==> config.mk <==
export PLATFORM = sky130hd
export DESIGN_NAME = fifo_reader
export DESIGN_NICKNAME = d
export VERILOG_FILES = /design/src/rtl/fifo_reader.sv
export SDC_FILE = /design/constraint.sdc
export NUM_CORES = 1
export LEC_CHECK = 0
export ABC_AREA = 1
export CAP_MARGIN = 20
export CORE_UTILIZATION = 40
export CTS_CLUSTER_DIAMETER = 60
export DETAILED_ROUTE_END_ITERATION = 8
export PLACE_DENSITY = 0.68
export SYNTH_ARGS = -nofsm -noshare
export SYNTH_HDL_FRONTEND = slang
export SYNTH_SLANG_ARGS = --single-unit
==> constraint.sdc <==
create_clock -name clk -period 3 [get_ports clk]
set_clock_uncertainty 0.1 [all_clocks]
set_input_delay 0.6 -clock clk [delete_from_list [all_inputs] [get_ports clk]]
set_output_delay 0.6 -clock clk [all_outputs]
set_load 0.01 [all_outputs]
==> src/rtl/fifo_reader.sv <==
// fifo_reader: drains a read-latency-1 FIFO into a 3-entry output buffer with valid/ready handshake.
// Define FIFO_READER_STATS_EN to add a 16-bit delivered-word counter on rd_count.
module fifo_reader #(
    parameter int FIFO_WIDTH = 16,
    parameter int BUF_DEPTH  = 3
) (
    input  logic                  clk,
    input  logic                  rst_n,
    input  logic                  en,
    output logic                  rd_en,
    input  logic [FIFO_WIDTH-1:0] data_out,
    input  logic                  empty,
    input  logic                  underflow,
    output logic [FIFO_WIDTH-1:0] m_data,
    output logic                  m_valid,
    input  logic                  m_ready,
    output logic                  busy,
    output logic                  err,
    output logic [15:0]           rd_count
);

    typedef enum logic [1:0] {
        IDLE = 2'd0,
        RUN  = 2'd1,
        STOP = 2'd2
    } state_t;

    localparam logic [1:0] LAST_SLOT = 2'(BUF_DEPTH - 1);

    state_t                state;
    state_t                state_next;
    logic                  pending;
    logic [1:0]            occ;
    logic [1:0]            wr_ptr;
    logic [1:0]            rd_ptr;
    logic [FIFO_WIDTH-1:0] buf_mem [BUF_DEPTH];
    logic                  capture;
    logic                  pop;

    function automatic logic [1:0] next_ptr(input logic [1:0] ptr);
        return (ptr == LAST_SLOT) ? 2'd0 : ptr + 2'd1;
    endfunction

    always_ff @(posedge clk) begin
        if (!rst_n) begin
            state <= IDLE;
        end else begin
            state <= state_next;
        end
    end

    always_comb begin
        state_next = state;
        case (state)
            IDLE: if (en) state_next = RUN;
            RUN:  if (!en) state_next = STOP;
            STOP: begin
                if (en) begin
                    state_next = RUN;
                end else if (!pending) begin
                    state_next = IDLE;
                end
            end
            default: state_next = IDLE;
        endcase
    end

    // Room check counts the in-flight read so the buffer can never be overrun.
    assign rd_en   = (state == RUN) && !empty
                   && (({1'b0, occ} + {2'b00, pending}) < 3'(BUF_DEPTH));
    assign capture = pending && !underflow;
    assign m_valid = (occ != 2'd0);
    assign pop     = m_valid && m_ready;
    assign m_data  = buf_mem[rd_ptr];
    assign busy    = (state != IDLE);

    always_ff @(posedge clk) begin
        if (!rst_n) begin
            pending <= 1'b0;
            occ     <= 2'd0;
            wr_ptr  <= 2'd0;
            rd_ptr  <= 2'd0;
            err     <= 1'b0;
        end else begin
            pending <= rd_en;
            if (capture) begin
                wr_ptr <= next_ptr(wr_ptr);
            end
            if (pop) begin
                rd_ptr <= next_ptr(rd_ptr);
            end
            if (capture && !pop) begin
                occ <= occ + 2'd1;
            end else if (pop && !capture) begin
                occ <= occ - 2'd1;
            end
            if (pending && underflow) begin
                err <= 1'b1;
            end
        end
    end

    // NOTE: buffer storage is deliberately not reset; occ gates m_valid, so stale entries are never seen.
    always_ff @(posedge clk) begin
        if (capture) begin
            buf_mem[wr_ptr] <= data_out;
        end
    end

`ifdef FIFO_READER_STATS_EN
    logic [15:0] pop_count;

    always_ff @(posedge clk) begin
        if (!rst_n) begin
            pop_count <= 16'd0;
        end else if (pop) begin
            pop_count <= pop_count + 16'd1;
        end
    end

    assign rd_count = pop_count;
`else
    assign rd_count = 16'd0;
`endif

endmodule

# Yosys cells after proc, flatten, opt, wreduce, memory -nomap -nowiden
# Memory sizes are Yosys's and may differ from the RTL's. A register that Yosys moved wholly into a read port is not among the register bits.
# Index checks and enable logic that the tools add are counted.
# word_totals
regBits	10
latch_bits	0
mem_bits_rw	48
romBits	0
input_bits	22
output_inout_bits	36
elab_cells	49
mem_count	1
# memory_table
memory	words	word_bits	read_ports	rd_ports_with_merged_regs	wr	line	text
buf_mem	3	16	1	1	1	36	logic [FIFO_WIDTH-1:0] buf_mem [BUF_DEPTH];
# op_classes
addsub	5
multipliers	0
div	0
magnitude_cmp	1
eq_ne	7
shifts	0
n_mux	13
bitwise_logic	0
reduce_logical	16
# op_table
op	n
2-bit two-way mux	10
1-bit logical AND	7
2-bit by 1-bit adder with 2-bit output (second input constant)	3
2-bit equality test (second input constant)	3
2-bit case mux with 3 select lines	1
2-bit nonzero test	3
1-bit zero test	4
2-bit inequality test (second input constant)	2
2-bit by 1-bit adder with 3-bit output	1
3-bit by 2-bit less-than comparator with 1-bit output (second input constant)	1
3-bit inequality test (second input constant)	1
3-bit AND reduction	1
2-bit by 1-bit equality test with 1-bit output (second input constant)	1
2-bit zero test	1
1-bit two-way mux	2
2-bit by 1-bit subtractor with 2-bit output (second input constant)	1

# Logic depth before layout (Yosys ltp)
# Gate-level depths: netlist of run 1.
# depth
depth_word	6
depth_mapped	9
depth_no_buf	9

# Worst setup path before layout of run 1
# OpenSTA, ideal clock, no wires.
# synth_path
path_type	input-to-reg
from	in underflow
to	mem buf_mem[2][0] (enable)
arrival_time_ns	1.914
required_ns	2.491
setup_slack_ns	0.577
cell_stages	3
n_path_buf	0
path_cell_list	nor2_4 -> inv_1 -> nor3_1
# synth_via
elab_chain_cells	4
# synth_rtl
item	line	text
from (decl)	13	input logic underflow,
1-bit zero test	71	assign capture = pending && !underflow;
1-bit logical AND	71	
1-bit two-way mux	105	if (capture) begin
1-bit two-way mux (not written as such)	106	buf_mem[wr_ptr] <= data_out;
to (decl)	36	
# No other way between the ends.

==> results.ini, run 1 <==
[status]
status = complete, no violations

[clock_network]
clockRootBuffer = clkbuf_8
clock_path_buffers = 2
cts_tree = done
htree_levels = 3
insertion_delay_ps = 320
cts_hold_buf = 0
cts.sinks = 60
path_clk_slew_ps = 70
post-cts-setup-buffers = 0
cts-resized-gates = 0
cts_buffers = 9

[final_layout]
final_area_um2 = 3050
drive_above_1_share = 0.0913
multi_input_area_um2 = 576
n_fill_cell = 518
synthToLayoutAreaGrowth_pct = 23.8
regArea_um2 = 1680
n_antenna_cell = 0
layout.nets = 283

[synthesis]
synth_area_um2 = 2470
syn_avg_cell_area_um2 = 11.8
ys_types = 23
yosysSeqAreaShare = 0.682
synth_warnings = 0
ys_ff_latch = 60
syn_inst = 209

[place]
dpl_cell_area_um2 = 2870
globalplace.congestion = 0.742
pre_cts_slack_ps = 497
port_buffers = 41
hpwl_um = 2770

[sta]
finalHoldViolations = 0
period_needed_ps = 2790
slew_violations = 0
worstMarginPinSlew_ps = 680
slew_headroom = 0.546
rsz0062_at_grt = false
setup_ws_ps = 213
max_freq_ghz = 0.359
setup_tns_ps = 0
fin_crit_sh = 0.929
setup_viol = 0

[global_routing]
grt_pass1_wl_um = 6800
grt_pass1_vias = 1514
grt_util_all_layers = 0.148
grt_max_degree = 18
grt_antenna_before_repair = 0
gr-total-overflow = 0

[route]
vias = 1554
wl_per_cell_um = 12.7
drt_iter0_drc = 70
viasPerCell = 4.60
antenna_left = 0
routed_wl_um = 4290
drt_pass1_iterations = 4
drcViolationCount = 0

[critical_path]
arrival_ps = 2090
critPathLaunchType = register
required_ps = 2300
crit_type = reg -> out
reg2reg_depth = 5
path_max_fanout = 11
critPathCaptureType = output port

[power]
p_int_w = 0.00144
p_leak_nw = 1.15
peakVddDrop_uv = 270
clkPwrFrac = 0.355
power.share.sequential = 0.496
swShare = 0.241
p_per_area_nw_per_um2 = 620
power.switching_w = 0.000456
combPwrFrac = 0.149

[hold_path]
holdPathStages = 1
worst_hold_path_type = reg -> reg

[floorplan]
rows = 28
dieArea_um2 = 6480
boundaryPins = 58
fp.dieW_um = 80.5
initial_utilization = 0.417
die_h_um = 80.5
core_um2 = 5920

[run]
max-cap-violations = 0

==> metal layers <==
metal  GRT usage  part of all wire
met5           0                 0
met4      0.0643             0.014
met3      0.0557             0.055
met1       0.156              0.39
met2       0.260              0.54
==> placed cells by master (no fill, tap or decap), types with 2 or more instances in the layout <==
master / synthesis / routed
a21oi_1: 36 / 36
buf_4: 16 / 4
clkbuf_1: 0 / 2
clkbuf_8: 0 / 9
clkdlybuf4s50_1: 0 / 41
clkinv_2: 0 / 3
conb_1: 1 / 16
dfxtp_1: 12 / 12
edfxtp_1: 48 / 48
ha_1: 3 / 3
inv_1: 17 / 17
nand2_1: 28 / 28
nand3_1: 5 / 5
nor2_1: 26 / 26
==> area by class of cell <==
class	count	share of cell area
Inverter	19	0.0258
Multi-Input combinational cell	123	0.188
Timing Repair Buffer	45	0.144
Clock inverter	5	0.0172
Sequential cell	60	0.551
Tap cell	75	0.0307
Clock buffer	11	0.0430
==> cells in the mapped netlist (all sizes together) <==
| cell | count | share of area |
|---|---|---|
| nand2 | 28 | 0.043 |
| o21a | 1 | 0.0030 |
| clkinv | 1 | 0.0036 |
| buf | 22 | 0.078 |
| o211ai | 1 | 0.0030 |
| o21ai | 1 | 0.0020 |
| a21oi | 37 | 0.077 |
| or2 | 1 | 0.0025 |
| nand4 | 1 | 0.0025 |
| nor2 | 27 | 0.044 |
| dfxtp | 12 | 0.097 |
| nor3 | 1 | 0.0020 |
| nand3 | 5 | 0.010 |
| a211oi | 1 | 0.0030 |
| conb | 1 | 0.0015 |
| edfxtp | 48 | 0.58 |
| ha | 3 | 0.015 |
| inv | 18 | 0.028 |
==> critical path, stage by stage (launching register included) <==
cell and delay (ps):
dfxtp_1 660, buf_4 250, a21oi_1 70, a21oi_1 220, clkdlybuf4s50_1 570
==> state kept, by name, indices dropped and copies added (netlist names), named ones only <==
name and cells:
wr_ptr 2, err 1, occ 2, buf_mem 48, pending 1, state 2, rd_ptr 2
==> power groups by stage <==
stage / sequential, W / clock [W] / combinational (W)
2_1_floorplan: 0.000939 / 0 / 0.000185
3_3_place_gp: 0.000957 / 0 / 0.000282
3_5_place_dp: 0.000957 / 0 / 0.000286
4_1_cts: 0.000939 / 0.000687 / 0.000287
5_1_grt: 0.000942 / 0.000721 / 0.000317
6_report: 0.000939 / 0.000672 / 0.000283
==> through the flow <==
step / power [W] / std cells / util / hold slack, ps
floorplan: 0.00112 / 224 / - / 327
global placement: 0.00124 / 322 / 0.485 / 340
detailed placement: 0.00124 / 322 / 0.485 / 351
CTS: 0.00191 / 338 / 0.516 / 351
global route: 0.00198 / 338 / 0.516 / 377
finish: 0.00189 / 338 / 0.516 / 351
==> cell families (layout without fill, tap and decap cells) <==
logic type / count (synthesis) / count (layout) / synth area share
adders and majority gates: 3 / 3 / 0.0152
other: 1 / 16 / 0.00152
and+or+nand+nor: 63 / 63 / 0.104
AOI/OAI and AO/OA: 41 / 41 / 0.0878
DFF: 60 / 60 / 0.682
buffers and inverters: 41 / 80 / 0.110
==> path summary, 6_finish.rpt <==
kind | start | slack (ps) | endpoint
worst min register to register | state[1] | 350 | state[0]
worst min-delay path | state[1] | 350 | state[0]
worst max register to register | pending | 1540 | buf_mem[2][14]
worst max-delay path | register | 210 | m_data[10]
(Power assumes the default switching activity.)
==> run 2: changes to the inputs <==
--- a/config.mk
+++ b/config.mk
@@ -7,10 +7,12 @@
 export LEC_CHECK = 0
 export ABC_AREA = 1
 export CAP_MARGIN = 20
+export CORE_MARGIN = 8
 export CORE_UTILIZATION = 40
 export CTS_CLUSTER_DIAMETER = 60
 export DETAILED_ROUTE_END_ITERATION = 8
 export PLACE_DENSITY = 0.68
+export SLEW_MARGIN = 20
 export SYNTH_ARGS = -nofsm -noshare
 export SYNTH_HDL_FRONTEND = slang
 export SYNTH_SLANG_ARGS = --single-unit
==> constraint.sdc (replaced) <==
create_clock -name clk -period 3.4 [get_ports clk]
set_clock_uncertainty 0.1 [all_clocks]
set_input_delay 0.68 -clock clk [delete_from_list [all_inputs] [get_ports clk]]
set_output_delay 0.68 -clock clk [all_outputs]
set_load 0.01 [all_outputs]
==> run 2 against run 1 <==
  * Total power fell by 15%
  * Critical path type unchanged
  * Combinational power fell by 13%
  * Sequential share of layout area rose by 0.87 points
  * Highest routed layer unchanged
  * Critical endpoint unchanged
  * Design area fell by 1.6%
  * Largest power group unchanged
  * Setup slack improved by 260 ps
==> results.ini, run 2 (synthesis gave the netlist of run 1 again) <==
[final_layout]
drive_above_1_share = 0.0808
largest_reg_flops = 48
utilization = 0.505
layout.nets = 280
layout_commonest_cell = edfxtp_1
n_antenna_cell = 0
most-common-layout-cells = edfxtp_1 (48), clkdlybuf4s50_1 (41), a21oi_1 (36)
synthToLayoutAreaGrowth_pct = 21.9
n_fill_cell = 539
top_register = buf_mem

[critical_path]
r2r-end = buf_mem[2][15]
critPathCaptureType = output port
required_ps = 2620
crit_family = buffers and inverters
arrival_ps = 2140
slowest_delay_ps = 790
rr_startpoint = pending
crit_slowest_cell = dfxtp_1
r2r_setup_slack_ps = 1590
path_max_fanout = 17
reg2reg_depth = 5
critPathLaunchType = register
crit_chain = clkinv_4 -> nand2_1 -> a21oi_1 -> clkdlybuf4s50_1
crit_buf_inv = 2
crit_type = reg -> out

[sta]
worstMarginPinSlew_ps = 721
rsz0062_at_grt = false
finalHoldViolations = 0
slew_violations = 0
setup_tns_ps = 0
fin_crit_sh = 0.860
slew_headroom = 0.518
setup_viol = 0
period_needed_ps = 2920
max_freq_ghz = 0.342

[global_routing]
grt_util_all_layers = 0.111
grt_pass1_wl_um = 7410
grt_pass1_vias = 1556
grt_max_degree = 18
grt_antenna_before_repair = 0
gr-total-overflow = 0

[hold_path]
min_to = state[0]
worstHoldStart = state[1]
worst_hold_path_type = reg -> reg
holdPathStages = 1

[clock_network]
clockRootBuffer = clkbuf_8
insertion_delay_ps = 330
cts_hold_buf = 0
path_clk_slew_ps = 70
clock_path_buffers = 2
cts.sinks = 60
cts_buffers = 9
cts_tree = done
htree_levels = 3
cts-resized-gates = 0
post-cts-setup-buffers = 0

[route]
antenna_left = 0
drt_pass1_iterations = 4
vias = 1557
routed_wl_um = 4790
drcViolationCount = 0
wl_per_cell_um = 14.3
viasPerCell = 4.65
drt_iter0_drc = 100

[floorplan]
boundaryPins = 58
die_h_um = 94.5
core_um2 = 5960
dieArea_um2 = 8930
initial_utilization = 0.414
fp.dieW_um = 94.5
rows = 28

[power]
p_per_area_nw_per_um2 = 532
p_leak_nw = 1.13
peakVddDrop_uv = 229

[place]
globalplace.congestion = 0.686
port_buffers = 41
hpwl_um = 3220

[run]
max-cap-violations = 0

[status]
status = complete, no violations

-- run 2: changes by cell type in the layout (fill, tap and decap cells not counted) --
cell,before,now
buf_4,4,1
clkinv_1,0,1
clkinv_2,3,4
bufinv_16,1,0
clkbuf_1,2,1
-- run 2: how the worst max path moves through the flow --
stage               startpoint       endpoint  slack, ps  cells past startpoint
floorplan            underflow  buf_mem[2][0]        900                      3
global placement         empty          rd_en        760                      5
detailed placement       empty          rd_en        720                      5
CTS                   register     m_data[10]        440                      4
global route          register     m_data[11]        330                      4
finish                register     m_data[10]        480                      4
-- run 2: report_power, final --
group | switching, W | total, W | internal [W]
logic | 0.000121 | 0.000247 | 0.000127
clock network | 0.000266 | 0.000522 | 0.000256
registers | 0.0000257 | 0.000831 | 0.000805
total | 0.000412 | 0.00160 | 0.00119
-- run 2: final cells by class --
cell class	instances	area (um2)	area share
Sequential cell	60	1680	0.559
Multi-Input combinational cell	123	576	0.191
Timing Repair Buffer	42	418	0.139
Clock buffer	10	128	0.0424
Tap cell	75	93.8	0.0312
Inverter	19	78.8	0.0262
Clock inverter	6	31.3	0.0104
-- run 2: through the flow --
step	setup WS, ps	instances	total power [W]	hold slack (ps)	cell area, um2
2_1_floorplan	897	224	0.000992	327	2520
3_3_place_gp	764	319	0.00109	335	2850
3_5_place_dp	719	319	0.00110	348	2850
4_1_cts	439	335	0.00161	355	3010
5_1_grt	327	335	0.00167	380	3010
6_report	477	335	0.00160	355	3010
-- run 2: worst register-to-register path, stage by stage, from the launching register on --
cell     delay, ps
dfxtp_1        380
inv_1           80
nor2_4         120
inv_1           90
nor3_2         420
buf_4          310
-- run 2: metal layers --
layer  vias up  global-route usage  wire length (um)
li1        774                   -                 -
met1       726               0.116              1980
met2        49               0.181              2270
met3         8              0.0437               438
met4         0              0.0741               102
met5         -                   0                 0
